--- src/rtl/disp_scan_arbiter_pkg.sv ---
// Shared field layout and constants for the multiplexed display scanner
// and its two-requester write arbiter.
package disp_scan_arbiter_pkg;

    localparam int BLANK_BIT = 5;
    localparam int DP_BIT    = 4;
    localparam int HEX_MSB   = 3;
    localparam int HEX_LSB   = 0;

    localparam logic [5:0] RST_DATA  = 6'b100000;
    localparam logic [7:0] SEG_BLANK = 8'hFF;

    typedef logic [5:0] disp_data_t;

    typedef enum logic {
        PTR_A = 1'b0,
        PTR_B = 1'b1
    } rr_ptr_t;

endpackage

--- src/rtl/disp_scan_arbiter_hex7seg.sv ---
// Hex digit to active-low seven-segment pattern, with blank and
// decimal-point control taken from the packed display data word.
module hex7seg
    import disp_scan_arbiter_pkg::*;
(
    input  logic [5:0] dat,
    output logic [7:0] seg
);

    logic [6:0] glyph;

    always_comb begin
        // NOTE: every output gets a value before any branch, so no latch can be inferred.
        glyph = 7'h7F;
        seg   = SEG_BLANK;
        case (dat[HEX_MSB:HEX_LSB])
            4'h0:    glyph = 7'h40;
            4'h1:    glyph = 7'h79;
            4'h2:    glyph = 7'h24;
            4'h3:    glyph = 7'h30;
            4'h4:    glyph = 7'h19;
            4'h5:    glyph = 7'h12;
            4'h6:    glyph = 7'h02;
            4'h7:    glyph = 7'h78;
            4'h8:    glyph = 7'h00;
            4'h9:    glyph = 7'h10;
            4'hA:    glyph = 7'h08;
            4'hB:    glyph = 7'h03;
            4'hC:    glyph = 7'h46;
            4'hD:    glyph = 7'h21;
            4'hE:    glyph = 7'h06;
            default: glyph = 7'h0E;
        endcase
        if (!dat[BLANK_BIT]) begin
            seg = {~dat[DP_BIT], glyph};
        end
    end

endmodule

--- src/rtl/disp_scan_arbiter.sv ---
// Three-digit scanned display with shadow/display register files, a
// frame-synchronous shadow-to-display load and a round-robin write arbiter.
module disp_scan_arbiter
    import disp_scan_arbiter_pkg::*;
#(
    parameter int DIV   = 1000,
    parameter int BLANK = 16
) (
    input  logic       cin,
    input  logic       rst,
    input  logic       req_a,
    input  logic [1:0] dig_a,
    input  logic [5:0] dat_a,
    output logic       ack_a,
    input  logic       req_b,
    input  logic [1:0] dig_b,
    input  logic [5:0] dat_b,
    output logic       ack_b,
    output logic [7:0] seg,
    output logic [2:0] en,
    output logic       frame_tick
);

    localparam int CNT_W = (DIV > 1) ? $clog2(DIV) : 1;
    localparam logic [CNT_W-1:0] CNT_LAST  = CNT_W'(DIV - 1);
    localparam logic [CNT_W-1:0] CNT_BLANK = CNT_W'(BLANK);

    logic [CNT_W-1:0] cnt;
    logic [1:0]       idx;
    disp_data_t       shadow [3];
    disp_data_t       disp   [3];
    rr_ptr_t          ptr;

    logic       elig_a, elig_b, grant_a, grant_b, wr_en;
    logic [1:0] wr_dig;
    disp_data_t wr_dat, sel_dat;
    logic [7:0] seg_dec;

    // A side that was acked last cycle still has its request up, so it sits out one cycle.
    assign elig_a  = req_a && !ack_a;
    assign elig_b  = req_b && !ack_b;
    assign grant_a = elig_a && (!elig_b || ptr == PTR_A);
    assign grant_b = elig_b && !grant_a;
    assign wr_dig  = grant_b ? dig_b : dig_a;
    assign wr_dat  = grant_b ? dat_b : dat_a;
    assign wr_en   = (grant_a || grant_b) && (wr_dig != 2'd3);

    always_ff @(posedge cin) begin
        if (rst) begin
            cnt        <= '0;
            idx        <= 2'd0;
            ptr        <= PTR_A;
            ack_a      <= 1'b0;
            ack_b      <= 1'b0;
            frame_tick <= 1'b0;
            // NOTE: these register files are a handful of flops, not RAM, so they are reset to blank.
            for (int i = 0; i < 3; i++) begin
                shadow[i] <= RST_DATA;
                disp[i]   <= RST_DATA;
            end
        end else begin
            // NOTE: non-blocking assignments here, so disp loads the pre-write shadow in a collision cycle.
            ack_a      <= grant_a;
            ack_b      <= grant_b;
            frame_tick <= 1'b0;
            if (grant_a) begin
                ptr <= PTR_B;
            end else if (grant_b) begin
                ptr <= PTR_A;
            end
            if (cnt == CNT_LAST) begin
                cnt <= '0;
                if (idx == 2'd2) begin
                    idx        <= 2'd0;
                    frame_tick <= 1'b1;
                    for (int i = 0; i < 3; i++) begin
                        disp[i] <= shadow[i];
                    end
                end else begin
                    idx <= idx + 2'd1;
                end
            end else begin
                cnt <= cnt + 1'b1;
            end
            for (int i = 0; i < 3; i++) begin
                if (wr_en && wr_dig == 2'(i)) begin
                    shadow[i] <= wr_dat;
                end
            end
        end
    end

    always_comb begin
        sel_dat = disp[0];
        case (idx)
            2'd1:    sel_dat = disp[1];
            2'd2:    sel_dat = disp[2];
            default: sel_dat = disp[0];
        endcase
    end

    hex7seg u_hex7seg (
        .dat (sel_dat),
        .seg (seg_dec)
    );

    always_comb begin
        en  = 3'b111;
        seg = SEG_BLANK;
        if (cnt >= CNT_BLANK) begin
            en  = ~(3'b001 << idx);
            seg = seg_dec;
        end
    end

endmodule
--- config.mk ---
export PLATFORM = sky130hd
export DESIGN_NAME = disp_scan_arbiter
export DESIGN_NICKNAME = d
export VERILOG_FILES = /design/src/rtl/disp_scan_arbiter_pkg.sv /design/src/rtl/disp_scan_arbiter_hex7seg.sv /design/src/rtl/disp_scan_arbiter.sv
export SDC_FILE = /design/constraint.sdc
export NUM_CORES = 1
export LEC_CHECK = 0
export BUFFER_PORTS_ARGS = -buffer_cell sky130_fd_sc_hd__buf_4
export CAP_MARGIN = 20
export CORE_MARGIN = 3
export CORE_UTILIZATION = 50
export CTS_BUF_LIST = sky130_fd_sc_hd__clkbuf_8 sky130_fd_sc_hd__clkbuf_16
export DETAILED_ROUTE_END_ITERATION = 12
export GPL_TIMING_DRIVEN = 0
export PLACE_DENSITY = 0.73
export SYNTH_ARGS = -nofsm -noshare
export SYNTH_HDL_FRONTEND = slang
export SYNTH_HIERARCHICAL = 1
export SYNTH_SLANG_ARGS = --single-unit
--- constraint.sdc ---
create_clock -name cin -period 7 [get_ports cin]
set_clock_uncertainty 0.2 [all_clocks]
set_input_delay 0.7 -clock cin [delete_from_list [all_inputs] [get_ports cin]]
set_output_delay 0.7 -clock cin [all_outputs]
set_load 0.1 [all_outputs]
## Word level (Yosys, flattened, before mapping)

Memory sizes are Yosys's and may differ from the RTL's.
Cells that the tools add are included.

- Register bits: 16
- Latch bits: 0
- RAM bits: 36
- Bits in read-only memories: 112
- Word-level logic and storage cells: 75
- Memories kept: 3

- $add $sub $neg: 2
- Multiply operators: 0
- Div/mod/pow operators: 0
- Order comparisons: 1
- Eq/ne operators: 6
- Shift operators: 1
- Multiplexer cells: 30
- Bitwise logic cells: 9
- Reduce and logical (&&, ||, !) cells: 17

Memory list:

| name | words | bits a word | rd ports | clocked after Yosys merged registers in | write ports | RTL line | RTL |
|---|---|---|---|---|---|---|---|
| (no name shown) | 16 | 7 | 1 | 0 | 0 | disp_scan_arbiter_hex7seg.sv:16 | `case (dat[HEX_MSB:HEX_LSB])` |
| disp | 3 | 6 | 3 | 0 | 3 | disp_scan_arbiter.sv:31 | `disp_data_t disp [3];` |
| shadow | 3 | 6 | 3 | 0 | 3 | disp_scan_arbiter.sv:30 | `disp_data_t shadow [3];` |

Operator list:

| operator | number |
|---|---|
| 6-bit 2-to-1 mux | 7 |
| 1-bit 2-to-1 mux | 17 |
| 8-bit 2-to-1 mux | 2 |
| 6-bit case mux with 2 select lines | 1 |
| 10-bit by 1-bit adder with 10-bit output (second input constant) | 1 |
| 10-bit equality test (second input constant) | 1 |
| 10-bit by 5-bit >= comparator with 1-bit output (second input constant) | 1 |
| 1-bit logical AND | 8 |
| 1-bit OR | 6 |
| 2-bit by 1-bit equality test with 1-bit output (second input constant) | 2 |
| 2-bit equality test (second input constant) | 2 |
| 1-bit zero test | 4 |
| 2-bit 2-to-1 mux | 2 |
| 3-bit 2-to-1 mux | 1 |
| 3-bit NOT | 1 |
| 1-bit by 2-bit << shifter with 3-bit output (first input constant) | 1 |
| 2-bit by 1-bit adder with 2-bit output (second input constant) | 1 |
| 2-bit zero test | 1 |
| 1-bit logical OR | 2 |
| 2-bit != test (second input constant) | 1 |
| 1-bit NOT | 2 |
| 2-bit nonzero test | 1 |
| 2-bit OR reduction | 1 |

## Logic depth before layout (Yosys ltp)

- Word-level depth: 15
- Gate-level depth with buffers: 11
- Gate-level depth less buffers: 10

## Hierarchy

The synthesis kept the hierarchy.

Modules (own cells, without submodules):

| module | instances | cells each | area an instance (µm²) | seq. area each (µm²) |
|---|---|---|---|---|
| disp_scan_arbiter | 1 | 214 | 2464.9 | 1401.3 |
| hex7seg | 1 | 41 | 286.5 | 0.0 |

## Worst setup path before layout

No wires, ideal clock.

- Path type: register to output
- Start point: register idx[0]
- End point: output seg[3]
- Arrival: 2.943 ns
- Required time: 6.100 ns
- Path slack: 3.157 ns
- Cell stages (with the launch flop): 12
- Buffers on the path: 1
- Path through: dfxtp_1 > inv_1 > ha_1 > clkbuf_1 > nor2_1 > a21oi_1 > inv_1 > ha_1 > inv_1 > a2111oi_0 > a31oi_1 > nand2b_1

- Longest elaborated chain between the ends: 5
- Elaborated cells between the ends (all ways): 6
- Those cells by class: 2 x eq/ne; 3 x mux; 1 x memory

Ends and longest elaborated chain:

| element | RTL line | RTL |
|---|---|---|
| start: declaration | disp_scan_arbiter.sv:29 | `logic [1:0] idx;` |
| start signal: assignment | disp_scan_arbiter.sv:80 | `idx <= idx + 2'd1;` |
| 2-bit equality test / 2-bit by 1-bit equality test with 1-bit output (equally long branches) | disp_scan_arbiter.sv:95 | `case (idx)` |
| 6-bit case mux with 2 select lines (*) | disp_scan_arbiter.sv:95 |  |
| via sel_dat[0] | disp_scan_arbiter.sv:36 | `disp_data_t wr_dat, sel_dat;` |
| memory read 16 x 7 bit (*) | -- |  |
| 8-bit 2-to-1 mux (*) | disp_scan_arbiter_hex7seg.sv:34 | `if (!dat[BLANK_BIT]) begin` |
| via seg_dec[3] | disp_scan_arbiter.sv:37 | `logic [7:0] seg_dec;` |
| 8-bit 2-to-1 mux (*) | disp_scan_arbiter.sv:110 | `if (cnt >= CNT_BLANK) begin` |
| end: declaration | disp_scan_arbiter.sv:19 | `output logic [7:0] seg,` |

The timed path passes the listed nets; every way through them passes the cells marked *.

## Worst setup path after layout

Ends and elaborated chain as after synthesis.

==> results by group <==
Outcome
  – Status: finished clean

Floorplanning
  – Row cnt: 26
  – CORE AREA: 0.00520 sq mm
  – # IOs: 34
  – Die outline height: 80.2 um
  – Total Die Area: 0.00643 sq mm
  – Initial Util: 0.529
  – Die X: 80.2 um

Clocking
  – CTS hold repair buffers: 0
  – Post-CTS setup buffer count: 0
  – CTS resizes: 0
  – Skew-Pair Late Insertion Delay: 0.29 ns
  – Clock H-tree levels: 2
  – CTS sink cnt: 52
  – CTS Buf Count: 5
  – Worst-path clk slew: 0.08 ns
  – CTS root buffer: clkbuf_8
  – Clk buf depth: 2
  – CTS tree: done

Global routing
  – Gr ovfl total: 0
  – Pin count of the biggest net entering global routing: 19
  – GRT Resource Usage Total: 0.164
  – First-pass GRT wire length: 8350 um
  – Initial antenna violation count: 0
  – Number of global-route vias before repair: 1841

Routing
  – Initial DRC count: 90
  – DRT Pass-1 Iters: 4
  – DR WL/cell: 13.1 um
  – Number of routed nets with antenna violations: 0
  – Number of vias per cell: 5.33
  – Residual DRC count: 0
  – WL final: 4790 um
  – Vias: 1952

STA
  – Final Hold Viols: 0
  – Slew @ Worst Pin: 0.660 ns
  – Fin Setup TNS: 0 ns
  – Rel. slew slack: 0.560
  – Setup Viol. Count Final: 0
  – RSZ-0062 raised after global routing: no
  – Max frequency: 0.232 GHz
  – Slew Limit Fails: 0
  – Fin crit share: 0.617
  – Clock period minus worst slack: 4.32 ns

Placed design
  – Post-DP HPWL: 3660 um
  – Number of port buffers: 33
  – GP Congestion: 0.812

Worst setup path
  – Critical Path Start: idx[0]
  – Crit-path most repeated cell: inv_1
  – Slowest CP cell: a21oi_1
  – WP data arrival: 3.42 ns
  – Worst r2r path cells: 4
  – Worst setup EP type: primary output
  – Slowest stage delay, CP: 0.41 ns
  – CP Buf/Inv Count: 5
  – Startpoint Class: flip-flop
  – Reg2reg start: cnt[0]
  – Required time worst endpoint: 6.10 ns
  – Maximum fanout along the worst path: 10
  – Cell count along the critical path: 12
  – Crit-path cells: inv_1, ha_1, clkbuf_1, nor2_1, a21oi_1, inv_1, ha_1, inv_1, a2111oi_0, a31oi_1, nand2b_1, buf_4
  – Delay-heaviest family, CP: buffers and inverters
  – Crit Path Class: reg -> out

Synthesis
  – Top_reg_cell synth: edfxtp_1
  – Sequential fraction of the synthesis area: 0.509
  – Distinct cell type count after synthesis: 47
  – Post-Syn Area per Cell: 10.8 sq um
  – Synth Register Bits: 52
  – Mapped cell area: 0.00275 sq mm
  – Syn_nets: 289
  – EDFF count, synth: 36
  – Synth async-reset ratio: 0
  – Count of yosys warnings during synthesis: 6
  – Post-Syn Instances: 255

Power and ir drop
  – Total power draw: 0.000620 W
  – Pwr Density: 196 mW/mm^2
  – Pleak: 1.16 nW
  – VDD IR-drop max: 0.108 mV

Layout
  – Share of layout cells above drive strength 1: 0.162
  – Net count reported at finish: 329
  – Fill cells: 445
  – Ant. Diodes: 0
  – Area grow syn2layout: 15.1%

Min path
  – Min-Delay Path Class: reg -> reg
  – Worst Min Path Start: idx[1]
  – Worst Hold Depth: 2

Run
  – Max_cap viols: 0
==> cells in the final DEF (no fill, tap or decap), types with 9 or more instances in the layout <==
cell type	netlist	final
a21oi_1	13	13
and2_1	16	16
buf_4	1	34
clkbuf_1	9	9
dfxtp_1	16	16
edfxtp_1	36	36
ha_1	14	14
inv_1	15	16
nand2_1	13	13
nand2b_1	20	20
nor2_1	12	12
o21ai_0	9	9
==> logic make-up (layout without fill, tap and decap cells) <==
group	Yosys count	in the layout	synth area share
AOI/OAI and AO/OA	58	58	0.140
muxes	5	5	0.0186
and+or+nand+nor	96	96	0.217
xor gates and xnor gates	3	3	0.00955
adders and majority gates	14	14	0.0637
buffers and inverters	27	68	0.0414
DFF	52	52	0.509
==> cell usage after synthesis, types with 6 or more instances <==
master    number  area share
edfxtp_1      36        0.39
nand2b_1      20       0.045
and2_1        16       0.036
dfxtp_1       16        0.12
inv_1         15       0.020
ha_1          14       0.064
a21oi_1       13       0.024
nand2_1       13       0.018
nor2_1        12       0.016
clkbuf_1       9       0.012
o21ai_0        9       0.016
a31oi_1        7       0.016
o211ai_1       7       0.019
a22oi_1        6       0.016
nand4_1        6       0.014
==> area by class of cell <==
| class | instances | area (sq um) | share of cell area |
|---|---|---|---|
| well taps | 70 | 87.6 | 0.0277 |
| multi-input cells | 176 | 1240 | 0.390 |
| plain buffers | 12 | 57.6 | 0.0182 |
| clock inverters | 3 | 11.3 | 0.00356 |
| inverters | 15 | 56.3 | 0.0178 |
| clock buffers | 5 | 68.8 | 0.0217 |
| repair buffers | 33 | 248 | 0.0782 |
| flip-flops and latches | 52 | 1400 | 0.443 |
==> worst reg2reg max path: stages (launching register included) <==
cell and delay (ns):
dfxtp_1 0.39, ha_1 0.30, nand4bb_4 0.18, nor3_2 0.50, a21o_1 0.64
==> state kept, by name, indices dropped and copies added, names as in the netlist <==
register / cells
cnt: 10
shadow: 18
idx: 2
frame_tick: 1
ack_b: 1
ack_a: 1
disp: 18
ptr: 1
==> report_power, final <==
| group | leakage (nW) | total [W] | internal [W] | switching, W |
|---|---|---|---|---|
| combinational | 0.631 | 0.000112 | 0.0000337 | 0.0000778 |
| clock | 0.0444 | 0.000153 | 0.0000668 | 0.0000863 |
| sequential | 0.485 | 0.000355 | 0.000348 | 0.00000759 |
==> metal layers <==
layer,global-route usage,vias up,wire length [um],share of wire
met5,0,-,0,0
met4,0.0422,0,44,0.0092
met3,0.0370,4,256,0.053
met2,0.284,50,2320,0.48
met1,0.207,880,2170,0.45
li1,-,1018,-,-
==> worst paths after layout <==
check / to / slack [ns]
max: seg[3] / 2.68
min: idx[1] / 0.30
max reg2reg: disp[0][8] / 4.43
min reg2reg: idx[1] / 0.30
==> through the flow <==
step	worst slack, ns	util	hold slack (ns)	instance area [sq um]	cells
floorplan	3.16	-	0.266	2750	255
global placement	3.10	0.593	0.283	3090	358
detailed placement	3.00	0.593	0.291	3090	358
CTS	2.67	0.608	0.306	3170	366
global route	2.29	0.608	0.327	3170	366
finish	2.68	0.608	0.299	3170	366
No activity file was read; power rests on OpenSTA's default activity.
